--- src/rtl/usb_transaction_sequencer_pkg.sv ---
// Shared PID encodings, state type, handshake/data PID bytes and the USB CRC16
// per-byte update used by the IN payload CRC generator.
package usb_transaction_sequencer_pkg;

  typedef enum logic [3:0] {
    PID_OUT   = 4'b0001,
    PID_IN    = 4'b1001,
    PID_SETUP = 4'b1101,
    PID_DATA0 = 4'b0011,
    PID_DATA1 = 4'b1011,
    PID_ACK   = 4'b0010,
    PID_NAK   = 4'b1010,
    PID_STALL = 4'b1110
  } pid_t;

  typedef enum logic [2:0] {
    S_IDLE      = 3'd0,
    S_WAIT_DATA = 3'd1,
    S_RX_DATA   = 3'd2,
    S_SEND_HS   = 3'd3,
    S_SEND_PID  = 3'd4,
    S_SEND_DATA = 3'd5,
    S_SEND_CRC  = 3'd6,
    S_WAIT_HS   = 3'd7
  } state_t;

  localparam logic [7:0]  BYTE_ACK   = 8'hD2;
  localparam logic [7:0]  BYTE_NAK   = 8'h5A;
  localparam logic [7:0]  BYTE_STALL = 8'h1E;
  localparam logic [7:0]  BYTE_DATA0 = 8'hC3;
  localparam logic [7:0]  BYTE_DATA1 = 8'h4B;
  localparam logic [15:0] CRC16_POLY = 16'hA001;
  localparam logic [15:0] CRC16_INIT = 16'hFFFF;

  // Reflected x^16+x^15+x^2+1, LSB-first, one byte per call.
  function automatic logic [15:0] crc16_byte(input logic [15:0] crc, input logic [7:0] data);
    logic [15:0] c;
    c = crc ^ {8'h00, data};
    for (int i = 0; i < 8; i++) begin
      c = c[0] ? ((c >> 1) ^ CRC16_POLY) : (c >> 1);
    end
    return c;
  endfunction

endpackage

--- src/rtl/usb_transaction_sequencer_crc16_gen.sv ---
// Running USB CRC16 over IN payload bytes; crc_o is the complemented remainder
// ready to transmit low byte first.
module usb_crc16_gen
  import usb_transaction_sequencer_pkg::*;
(
  input  logic        clk_i,
  input  logic        reset_i,
  input  logic        clear_i,
  input  logic        data_valid_i,
  input  logic [7:0]  data_i,
  output logic [15:0] crc_o
);

  logic [15:0] crc_q, crc_d;

  // Next remainder: restart, absorb a byte, or hold.
  always_comb begin
    crc_d = crc_q;
    if (clear_i) begin
      crc_d = CRC16_INIT;
    end else if (data_valid_i) begin
      crc_d = crc16_byte(crc_q, data_i);
    end else begin
      crc_d = crc_q;
    end
  end

  // Remainder register.
  always_ff @(posedge clk_i) begin
    if (reset_i) begin
      crc_q <= CRC16_INIT;
    end else begin
      crc_q <= crc_d;
    end
  end

  assign crc_o = ~crc_q;

endmodule

--- src/rtl/usb_transaction_sequencer.sv ---
// USB full-speed transaction sequencer: token filtering, per-endpoint DATA0/1
// toggles, handshake and IN data packet generation towards the SIE.
module usb_transaction_sequencer
  import usb_transaction_sequencer_pkg::*;
#(
  parameter int NUM_EP  = 2,
  parameter int MAX_PKT = 8,
  parameter int TIMEOUT = 40
) (
  input  logic              clk_i,
  input  logic              reset_i,
  input  logic [6:0]        dev_addr_i,
  input  logic [3:0]        pid_i,
  input  logic              pid_valid_i,
  input  logic [6:0]        address_i,
  input  logic [3:0]        end_point_i,
  input  logic              token_valid_i,
  input  logic              rx_active_i,
  input  logic              crc16_ok_i,
  output logic [7:0]        tx_data_o,
  output logic              tx_valid_o,
  input  logic              tx_ready_i,
  input  logic [NUM_EP-1:0] ep_stall_i,
  input  logic [NUM_EP-1:0] out_ready_i,
  output logic              out_commit_o,
  output logic              out_setup_o,
  input  logic [NUM_EP-1:0] in_avail_i,
  input  logic [6:0]        in_len_i,
  input  logic [7:0]        in_data_i,
  output logic              in_rd_o,
  output logic              in_done_o,
  output logic [3:0]        xfer_ep_o
);

  localparam int              EPW      = (NUM_EP > 1) ? $clog2(NUM_EP) : 1;
  localparam int              TW       = $clog2(TIMEOUT + 1);
  localparam logic [4:0]      NUM_EP_W = 5'(NUM_EP);
  localparam logic [6:0]      MAX_LEN  = 7'(MAX_PKT);
  localparam logic [TW-1:0]   T_LAST   = TW'(TIMEOUT - 1);

  state_t            state_q, state_d;
  logic [3:0]        tok_pid_q, tok_pid_d;
  logic [3:0]        ep_q, ep_d;
  logic [6:0]        len_q, len_d;
  logic [6:0]        cnt_q, cnt_d;
  logic [TW-1:0]     tmr_q, tmr_d;
  logic              data1_q, data1_d;
  logic              crc_hi_q, crc_hi_d;
  logic [NUM_EP-1:0] out_tog_q, out_tog_d;
  logic [NUM_EP-1:0] in_tog_q, in_tog_d;
  logic              tx_valid_q, tx_valid_d;
  logic [7:0]        tx_data_q, tx_data_d;
  logic              out_commit_q, out_commit_d;
  logic              out_setup_q, out_setup_d;
  logic              in_done_q, in_done_d;

  logic [3:0]     tok_pid_s;
  logic           tok_hit_s;
  logic           byte_done_s;
  logic           in_rd_s;
  logic [EPW-1:0] ep_idx_s;
  logic [EPW-1:0] tok_idx_s;
  logic [15:0]    crc_s;

  // The token PID may arrive together with the token strobe or just before it.
  assign tok_pid_s   = pid_valid_i ? pid_i : tok_pid_q;
  assign tok_hit_s   = token_valid_i && (address_i == dev_addr_i) &&
                       ({1'b0, end_point_i} < NUM_EP_W) &&
                       ((tok_pid_s == PID_OUT) || (tok_pid_s == PID_IN) || (tok_pid_s == PID_SETUP));
  assign byte_done_s = tx_valid_q && tx_ready_i;
  assign in_rd_s     = (state_q == S_SEND_DATA) && byte_done_s && !reset_i;
  assign ep_idx_s    = ep_q[EPW-1:0];
  assign tok_idx_s   = end_point_i[EPW-1:0];

  usb_crc16_gen u_crc (
    .clk_i        (clk_i),
    .reset_i      (reset_i),
    .clear_i      (state_q == S_SEND_PID),
    .data_valid_i (in_rd_s),
    .data_i       (in_data_i),
    .crc_o        (crc_s)
  );

  // Transaction FSM next state, toggles and TX byte sequencing.
  always_comb begin
    state_d      = state_q;
    tok_pid_d    = tok_pid_q;
    ep_d         = ep_q;
    len_d        = len_q;
    cnt_d        = cnt_q;
    tmr_d        = {TW{1'b0}};
    data1_d      = data1_q;
    crc_hi_d     = crc_hi_q;
    out_tog_d    = out_tog_q;
    in_tog_d     = in_tog_q;
    tx_valid_d   = tx_valid_q;
    tx_data_d    = tx_data_q;
    out_commit_d = 1'b0;
    out_setup_d  = 1'b0;
    in_done_d    = 1'b0;
    case (state_q)
      S_IDLE: begin
        if (pid_valid_i) begin
          tok_pid_d = pid_i;
        end else begin
          tok_pid_d = tok_pid_q;
        end
        if (tok_hit_s) begin
          ep_d = end_point_i;
          if (tok_pid_s == PID_IN) begin
            len_d    = (in_len_i > MAX_LEN) ? MAX_LEN : in_len_i;
            cnt_d    = 7'd0;
            crc_hi_d = 1'b0;
            if (ep_stall_i[tok_idx_s]) begin
              state_d   = S_SEND_HS;
              tx_data_d = BYTE_STALL;
            end else if (!in_avail_i[tok_idx_s]) begin
              state_d   = S_SEND_HS;
              tx_data_d = BYTE_NAK;
            end else begin
              state_d = S_SEND_PID;
            end
          end else begin
            state_d = S_WAIT_DATA;
          end
        end else begin
          state_d = S_IDLE;
        end
      end
      S_WAIT_DATA: begin
        if (pid_valid_i) begin
          if ((pid_i == PID_DATA0) || (pid_i == PID_DATA1)) begin
            state_d = S_RX_DATA;
            data1_d = pid_i[3];
          end else begin
            state_d = S_IDLE;
          end
        end else if (tmr_q == T_LAST) begin
          state_d = S_IDLE;
        end else if (rx_active_i) begin
          tmr_d = tmr_q;
        end else begin
          tmr_d = tmr_q + TW'(1);
        end
      end
      S_RX_DATA: begin
        if (rx_active_i) begin
          state_d = S_RX_DATA;
        end else if (!crc16_ok_i) begin
          state_d = S_IDLE;
        end else begin
          // Handshake is loaded here so tx_valid rises on the very next cycle.
          state_d    = S_SEND_HS;
          tx_valid_d = 1'b1;
          if (tok_pid_q == PID_SETUP) begin
            tx_data_d            = BYTE_ACK;
            out_commit_d         = 1'b1;
            out_setup_d          = 1'b1;
            out_tog_d[ep_idx_s]  = 1'b1;
            in_tog_d[ep_idx_s]   = 1'b1;
          end else if (ep_stall_i[ep_idx_s]) begin
            tx_data_d = BYTE_STALL;
          end else if (!out_ready_i[ep_idx_s]) begin
            tx_data_d = BYTE_NAK;
          end else if (data1_q != out_tog_q[ep_idx_s]) begin
            tx_data_d = BYTE_ACK;
          end else begin
            tx_data_d           = BYTE_ACK;
            out_commit_d        = 1'b1;
            out_tog_d[ep_idx_s] = ~out_tog_q[ep_idx_s];
          end
        end
      end
      S_SEND_HS: begin
        if (!tx_valid_q) begin
          tx_valid_d = 1'b1;
        end else if (byte_done_s) begin
          tx_valid_d = 1'b0;
          state_d    = S_IDLE;
        end else begin
          state_d = S_SEND_HS;
        end
      end
      S_SEND_PID: begin
        if (!tx_valid_q) begin
          tx_valid_d = 1'b1;
          tx_data_d  = in_tog_q[ep_idx_s] ? BYTE_DATA1 : BYTE_DATA0;
        end else if (byte_done_s) begin
          state_d = (len_q == 7'd0) ? S_SEND_CRC : S_SEND_DATA;
        end else begin
          state_d = S_SEND_PID;
        end
      end
      S_SEND_DATA: begin
        if (byte_done_s) begin
          cnt_d = cnt_q + 7'd1;
          if ((cnt_q + 7'd1) == len_q) begin
            state_d = S_SEND_CRC;
          end else begin
            state_d = S_SEND_DATA;
          end
        end else begin
          state_d = S_SEND_DATA;
        end
      end
      S_SEND_CRC: begin
        if (byte_done_s) begin
          if (crc_hi_q) begin
            crc_hi_d   = 1'b0;
            tx_valid_d = 1'b0;
            state_d    = S_WAIT_HS;
          end else begin
            crc_hi_d = 1'b1;
          end
        end else begin
          state_d = S_SEND_CRC;
        end
      end
      S_WAIT_HS: begin
        if (pid_valid_i) begin
          if (pid_i == PID_ACK) begin
            in_done_d          = 1'b1;
            in_tog_d[ep_idx_s] = ~in_tog_q[ep_idx_s];
          end else begin
            in_done_d = 1'b0;
          end
          state_d = S_IDLE;
        end else if (tmr_q == T_LAST) begin
          state_d = S_IDLE;
        end else if (rx_active_i) begin
          tmr_d = tmr_q;
        end else begin
          tmr_d = tmr_q + TW'(1);
        end
      end
      default: begin
        state_d    = S_IDLE;
        tx_valid_d = 1'b0;
      end
    endcase
  end

  // State and output registers.
  always_ff @(posedge clk_i) begin
    if (reset_i) begin
      state_q      <= S_IDLE;
      tok_pid_q    <= 4'h0;
      ep_q         <= 4'h0;
      len_q        <= 7'd0;
      cnt_q        <= 7'd0;
      tmr_q        <= {TW{1'b0}};
      data1_q      <= 1'b0;
      crc_hi_q     <= 1'b0;
      out_tog_q    <= {NUM_EP{1'b0}};
      in_tog_q     <= {NUM_EP{1'b0}};
      tx_valid_q   <= 1'b0;
      tx_data_q    <= 8'h00;
      out_commit_q <= 1'b0;
      out_setup_q  <= 1'b0;
      in_done_q    <= 1'b0;
    end else begin
      state_q      <= state_d;
      tok_pid_q    <= tok_pid_d;
      ep_q         <= ep_d;
      len_q        <= len_d;
      cnt_q        <= cnt_d;
      tmr_q        <= tmr_d;
      data1_q      <= data1_d;
      crc_hi_q     <= crc_hi_d;
      out_tog_q    <= out_tog_d;
      in_tog_q     <= in_tog_d;
      tx_valid_q   <= tx_valid_d;
      tx_data_q    <= tx_data_d;
      out_commit_q <= out_commit_d;
      out_setup_q  <= out_setup_d;
      in_done_q    <= in_done_d;
    end
  end

  // Payload bytes stream straight from the endpoint buffer, CRC bytes from the generator.
  always_comb begin
    case (state_q)
      S_SEND_DATA: tx_data_o = in_data_i;
      S_SEND_CRC:  tx_data_o = crc_hi_q ? crc_s[15:8] : crc_s[7:0];
      default:     tx_data_o = tx_data_q;
    endcase
  end

  assign tx_valid_o   = tx_valid_q;
  assign out_commit_o = out_commit_q;
  assign out_setup_o  = out_setup_q;
  assign in_done_o    = in_done_q;
  assign in_rd_o      = in_rd_s;
  assign xfer_ep_o    = ep_q;

endmodule

--- config.mk ---
export PLATFORM = sky130hd
export DESIGN_NAME = usb_transaction_sequencer
export DESIGN_NICKNAME = d
export VERILOG_FILES = /design/src/rtl/usb_transaction_sequencer_pkg.sv /design/src/rtl/usb_transaction_sequencer_crc16_gen.sv /design/src/rtl/usb_transaction_sequencer.sv
export SDC_FILE = /design/constraint.sdc
export NUM_CORES = 1
export LEC_CHECK = 0
export CAP_MARGIN = 20
export CORE_ASPECT_RATIO = 1.4
export CORE_UTILIZATION = 26
export CTS_BUF_LIST = sky130_fd_sc_hd__clkbuf_8 sky130_fd_sc_hd__clkbuf_16
export CTS_CLUSTER_SIZE = 8
export DETAILED_ROUTE_END_ITERATION = 10
export PLACE_DENSITY_LB_ADDON = 0.12
export SLEW_MARGIN = 20
export SYNTH_ARGS = -nofsm -noshare
export SYNTH_HDL_FRONTEND = slang
export SYNTH_SLANG_ARGS = --single-unit
--- constraint.sdc ---
create_clock -name clk_i -period 2.66 [get_ports clk_i]
set_clock_uncertainty 0.2 [all_clocks]
set_input_delay 0.399 -clock clk_i [delete_from_list [all_inputs] [get_ports clk_i]]
set_output_delay 0.399 -clock clk_i [all_outputs]
set_load 0.01 [all_outputs]
Yosys cells after proc, flatten, opt, wreduce, memory -nomap -nowiden --
Index checks and enable logic that the tools add are counted.
Storage, ports and cells: register bits after elaboration 65, output and inout port bits 17, word-level logic and storage cells 204
Operators by class: $add $sub $neg 2, magnitude comparators 5, equality and inequality tests 35, multiplexer cells 92, bitwise logic cells 20, reductions and logical operators 34
Operators with widths (count):
- two-way mux 16 bit | 8
- two-way mux 8 bit | 12
- two-way mux 3 bit | 12
- two-way mux 2 bit | 16
- inequality test 2 bit (second input constant) | 15
- two-way mux 1 bit | 29
- two-way mux 7 bit | 4
- inverter 2 -> 3 bit | 8
- one-hot mux 3 bit (8 select lines) | 1
- one-hot mux 8 bit (3 select lines) | 1
- equality test 4 bit (second input constant) | 4
- inverter 16 bit | 1
- one-hot mux 8 bit (2 select lines) | 1
- XOR 16 x 8 -> 16 bit | 1
- equality test 7 bit | 2
- one-hot mux 7 bit (2 select lines) | 1
- equality test 3 bit (second input constant) | 4
- AND reduction 6 bit | 2
- AND reduction 3 bit | 3
- equality test 4 x 2 -> 1 bit (second input constant) | 2
- inverter 1 bit | 8
- AND reduction 4 bit | 2
- nonzero test 2 bit | 4
- OR reduction 4 bit | 2
- 31 further kinds | 45

Longest topological paths before layout --
depth after elaboration 17, gate-level depth with buffers 8, gate-level depth less buffers 7

Cells and area by module --
A second synthesis with hierarchy kept.
Second synthesis, totals: cell total of the unflattened synthesis 454, area, all modules 3833.7 um^2
Modules (own cells, without submodules):
- usb_transaction_sequencer | instances 1, cells an instance 357, area an instance 3022.9 um^2
- usb_crc16_gen | instances 1, cells an instance 97, area an instance 810.8 um^2

Least setup slack after synthesis --
Ideal clock, no wire load.
kind input -> register, from in pid_valid_i, to reg tx_data_q[6], data arrival time 1941 ps, required time 2332 ps, slack 391 ps, stages on the path 7, buffers on the path 1, path through buf_6 -> or3b_4 -> a22oi_4 -> nand4_2 -> a311oi_4 -> mux2i_1 -> nor2_1
Between the ends: longest elaborated chain between the ends 7
Ends and longest elaborated chain:
- start: declaration | line usb_transaction_sequencer.sv:14 | input logic pid_valid_i,
- two-way mux 4 bit *
- equality test 4 x 1 -> 1 bit or equality test 4 bit (tied branches) | line usb_transaction_sequencer.sv:69, usb_transaction_sequencer.sv:110
- logical OR 1 bit (2 in a row) | line usb_transaction_sequencer.sv:69 | ((tok_pid_s == PID_OUT) || (tok_pid_s == PID_IN) || (tok_pid_s == PID_SETUP));
- logical AND 1 bit | line usb_transaction_sequencer.sv:68 | ({1'b0, end_point_i} < NUM_EP_W) &&
- inequality test 2 bit (no source line)
- AND reduction 7 bit (no source line) *
- end signal: assignment | line usb_transaction_sequencer.sv:273 | tx_data_q <= tx_data_d;
- end: declaration | line usb_transaction_sequencer.sv:52 | logic [7:0] tx_data_q, tx_data_d;
Mark *: on every way between the ends. The rest lies on a longest branch, timed or not. A chain may end at the register's enable or synchronous reset.

Worst setup path in the final report --
from in tx_ready_i, to out in_rd_o
Between the ends: longest elaborated chain between the ends 3
Ends and longest elaborated chain:
- start: declaration | line usb_transaction_sequencer.sv:22 | input logic tx_ready_i,
- logical AND 1 bit | line usb_transaction_sequencer.sv:70 | assign byte_done_s = tx_valid_q && tx_ready_i;
- logical AND 1 bit (2 in a row) | line usb_transaction_sequencer.sv:71 | assign in_rd_s = (state_q == S_SEND_DATA) && byte_done_s && !reset_i;
- end: declaration | line usb_transaction_sequencer.sv:30 | output logic in_rd_o,
No other way between the ends.

==> impl_metrics.yaml <==
pwr:
  ir_drop_mv: 0.246
  p_leak_nw: 2.01
  p_per_area_nw_per_um2: 471
cts:
  htree_levels: 3
  hold_buffers: 0
  worstSkewPairLatency_ps: 340
  cts_tree: "built"
  path_clk_slew_ps: 50
  postCtsSetupRepairBufs: 0
  cts_buffers: 9
  cts_root_buf: "clkbuf_16"
  clock_sinks: 64
  clk_path_buf_depth: 2
routing:
  drt_wl_total_um: 11300
  vias: 3520
  drt_first_pass_iters: 4
  detail_route.wl_per_cell_um: 15.6
  viasPerCell: 4.88
  ant_nets: 0
  drtIter0Drc: 156
  route.detailed.drc: 0
placement:
  post-dp-hpwl_um: 8580
  place.gp.congestion: 0.795
  dpl.cell_count: 705
  port_buffers: 66
  dp_slack_ps: -150
  placed_cell_area_sq_um: 4820
floorplanning:
  fp.dieW_um: 103
  die_area_sq_um: 14700
  pin_count: 67
  die_h_um: 143
  num_rows: 51
  start_util_pct: 26.5
  coreArea_sq_um: 13900
sta:
  fin_crit_sh_pct: 96.2
  fmax_mhz: 391
  worst_slew_pin_slew_ps: 858
  worst_slack_ps: 100
  finalHoldViolCount: 0
  setup_viol: 0
  relSlewSlack_pct: 42.0
  rsz0062_at_grt: "no"
  min_period_ps: 2560
  slew_viol_final: 0
worst_setup_path:
  critPathTopFamily: "buffers and inverters"
  cp.depth: 5
  r2r-start: "tok_pid_q[0]"
  critical_path_buf_inv_count: 3
  rrSetupSlack_ps: 360
  cpMostUsedCell: "clkdlybuf4s50_1"
  start_kind: "input port"
  endpoint_kind: "output port"
  rr_worst_depth: 6
  worstPathRequired_ps: 2060
  cp_cell_sequence: "clkdlybuf4s50_1 -> nand4_1 -> or2_1 -> inv_1 -> clkdlybuf4s50_1"
  slowest_delay_ps: 550
  critical_path_arrival_ps: 1960
  cp_slowest_cell: "clkdlybuf4s50_1"
  path_max_fanout: 2
  crit_end: "in_rd_o"
  worst-setup-path-type: "in -> out"
  reg2reg_to: "cnt_q[1]"
  worstSetupStartpoint: "tx_ready_i"
synth:
  synth_area_sq_um: 3690
  synth_cell_types: 64
  netlist_instances: 433
  yosys.area.top_type: "dfxtp_1"
  ys_seq_area_share_pct: 34.7
  async_flop_share_pct: 0
  avgSynthCellArea_sq_um: 8.53
  synth_seq_cells: 64
  yosys_warnings: 0
  yosysTopAreaCellShare_pct: 34.7
  synth_edf_count: 0
  synth_area_leaders: "dfxtp_1 35%, xnor2_1 5.9%, mux2i_1 5.4%"
  syn_nets: 485
  ys.flop_type: "dfxtp_1"
job:
  drv_cap: 0
cells_and_area:
  final_area_sq_um: 5250
  nets: 583
  diodes: 0
  fin_util_pct: 37.8
  final_layout_size_suffix_gt1_share_pct: 14.7
  fin_cells: 721
  syn_to_final_growth_pct: 42.3
min_path:
  hp-class: "reg -> reg"
global_routing:
  busiest_layer: "met2"
  grt_pass1_wl_um: 18800
  use_met1_pct: 19.6
  grt_max_degree: 41
  grtUsageMet2_pct: 29.5
  grt_usage_pct: 16.9
  grt_overflow: 0
  grt_pass1_vias: 3757
  grtUsageMet3_pct: 3.33
  antenna_found_initial: 0
outcome:
  outcome: "completed"
-- registers in the layout, indices dropped and copies added (netlist names) --
register	count
cnt_q	7
crc_hi_q	1
data1_q	1
in_done_o	1
in_tog_q	2
len_q	7
out_commit_o	1
out_setup_o	1
out_tog_q	2
state_q	3
tmr_q	6
tok_pid_q	4
tx_data_q	7
tx_valid_o	1
u_crc.crc_q	16
xfer_ep_o	4
-- cell usage after synthesis, drive strengths merged (3+ instances only) --
master and n:
nor2b 5, nand3 13, xnor3 4, xnor2 25, and4 5, a21oi 33, o21ai 21, nor3 10
or3 4, xor2 14, mux2i 20, clkbuf 19, nand3b 4, nor2 48, dfxtp 64, buf 5
and2 8, nand2 28, nand4 5, or3b 3, nor4 7, o21a 8, inv 9, o22ai 8
and3 4, nand2b 4, o221ai 7, a221o 7
-- worst min-delay path by stage --
stage	start	endpoint	slack [ps]	depth (start not counted)
finish	xfer_ep_o[3]	xfer_ep_o[3]	260	1
global route	xfer_ep_o[1]	xfer_ep_o[1]	310	1
floorplan	u_crc.crc_q[13]	u_crc.crc_q[13]	250	2
global placement	xfer_ep_o[1]	xfer_ep_o[1]	250	1
detailed placement	xfer_ep_o[1]	xfer_ep_o[1]	250	1
CTS	xfer_ep_o[1]	xfer_ep_o[1]	260	1
-- layout by cell type, fill, tap and decap left out, drive strengths merged, types with 7 or more instances in the layout --
cell type	instances
a21oi	33
a221o	7
and2	8
buf	45
clkbuf	10
clkdlybuf4s50	59
dfxtp	64
dlymetal6s2s	7
inv	9
mux2i	20
nand2	28
nand3	13
nor2	48
nor3	10
nor4	7
o21a	8
o21ai	21
o221ai	7
o22ai	8
xnor2	25
xor2	14
-- final cells by class --
class	count	area, sq um
flip-flops and latches	64	1280
clock buffers	10	239
multi-input cells	336	2350
clock inverters	6	82.6
well taps	185	231
inverters	9	33.8
fillers	1484	8660
repair buffers	111	1030
-- cells by family after synthesis --
logic type	Yosys count	synth area share (%)
and+or+nand+nor	159	22.6
AOI/OAI and AO/OA	112	21.1
DFF	64	34.7
xor gates and xnor gates	43	11.7
buffers and inverters	33	3.76
muxes	20	5.42
adders and majority gates	2	0.678
-- metrics by stage --
stage	power, mW	setup TNS, ps	hold WS (ps)
floorplan	1.09	0	253
global placement	1.22	-698	248
detailed placement	1.22	-1050	249
CTS	2.51	0	262
global route	2.57	0	306
finish	2.47	0	262
-- report_power, final --
| group | total (mW) | internal (mW) | switching, mW |
|---|---|---|---|
| clock network | 1.27 | 0.840 | 0.433 |
| registers | 0.966 | 0.963 | 0.00353 |
| logic | 0.234 | 0.140 | 0.0942 |
| total | 2.47 | 1.94 | 0.531 |
-- worst reg2reg max path: cells and delay by family (launching register included) --
kind             cells  cell delay [ps]
flip-flops           1              380
AO/OA/AOI/OAI        2              360
AND/OR/NAND/NOR      4             1290
-- metal layers --
layer	up-vias	wire, um
li1	1786	-
met4	0	280
met1	1645	4790
met3	19	408
met5	-	0
met2	70	5790
-- what timing repair did --
item	in CTS	in global routing
gates resized for setup	16	14
setup endpoints to repair	7	9
endpoints found under the hold margin	0	0
Note: power is estimated with default switching activity, not from simulation.
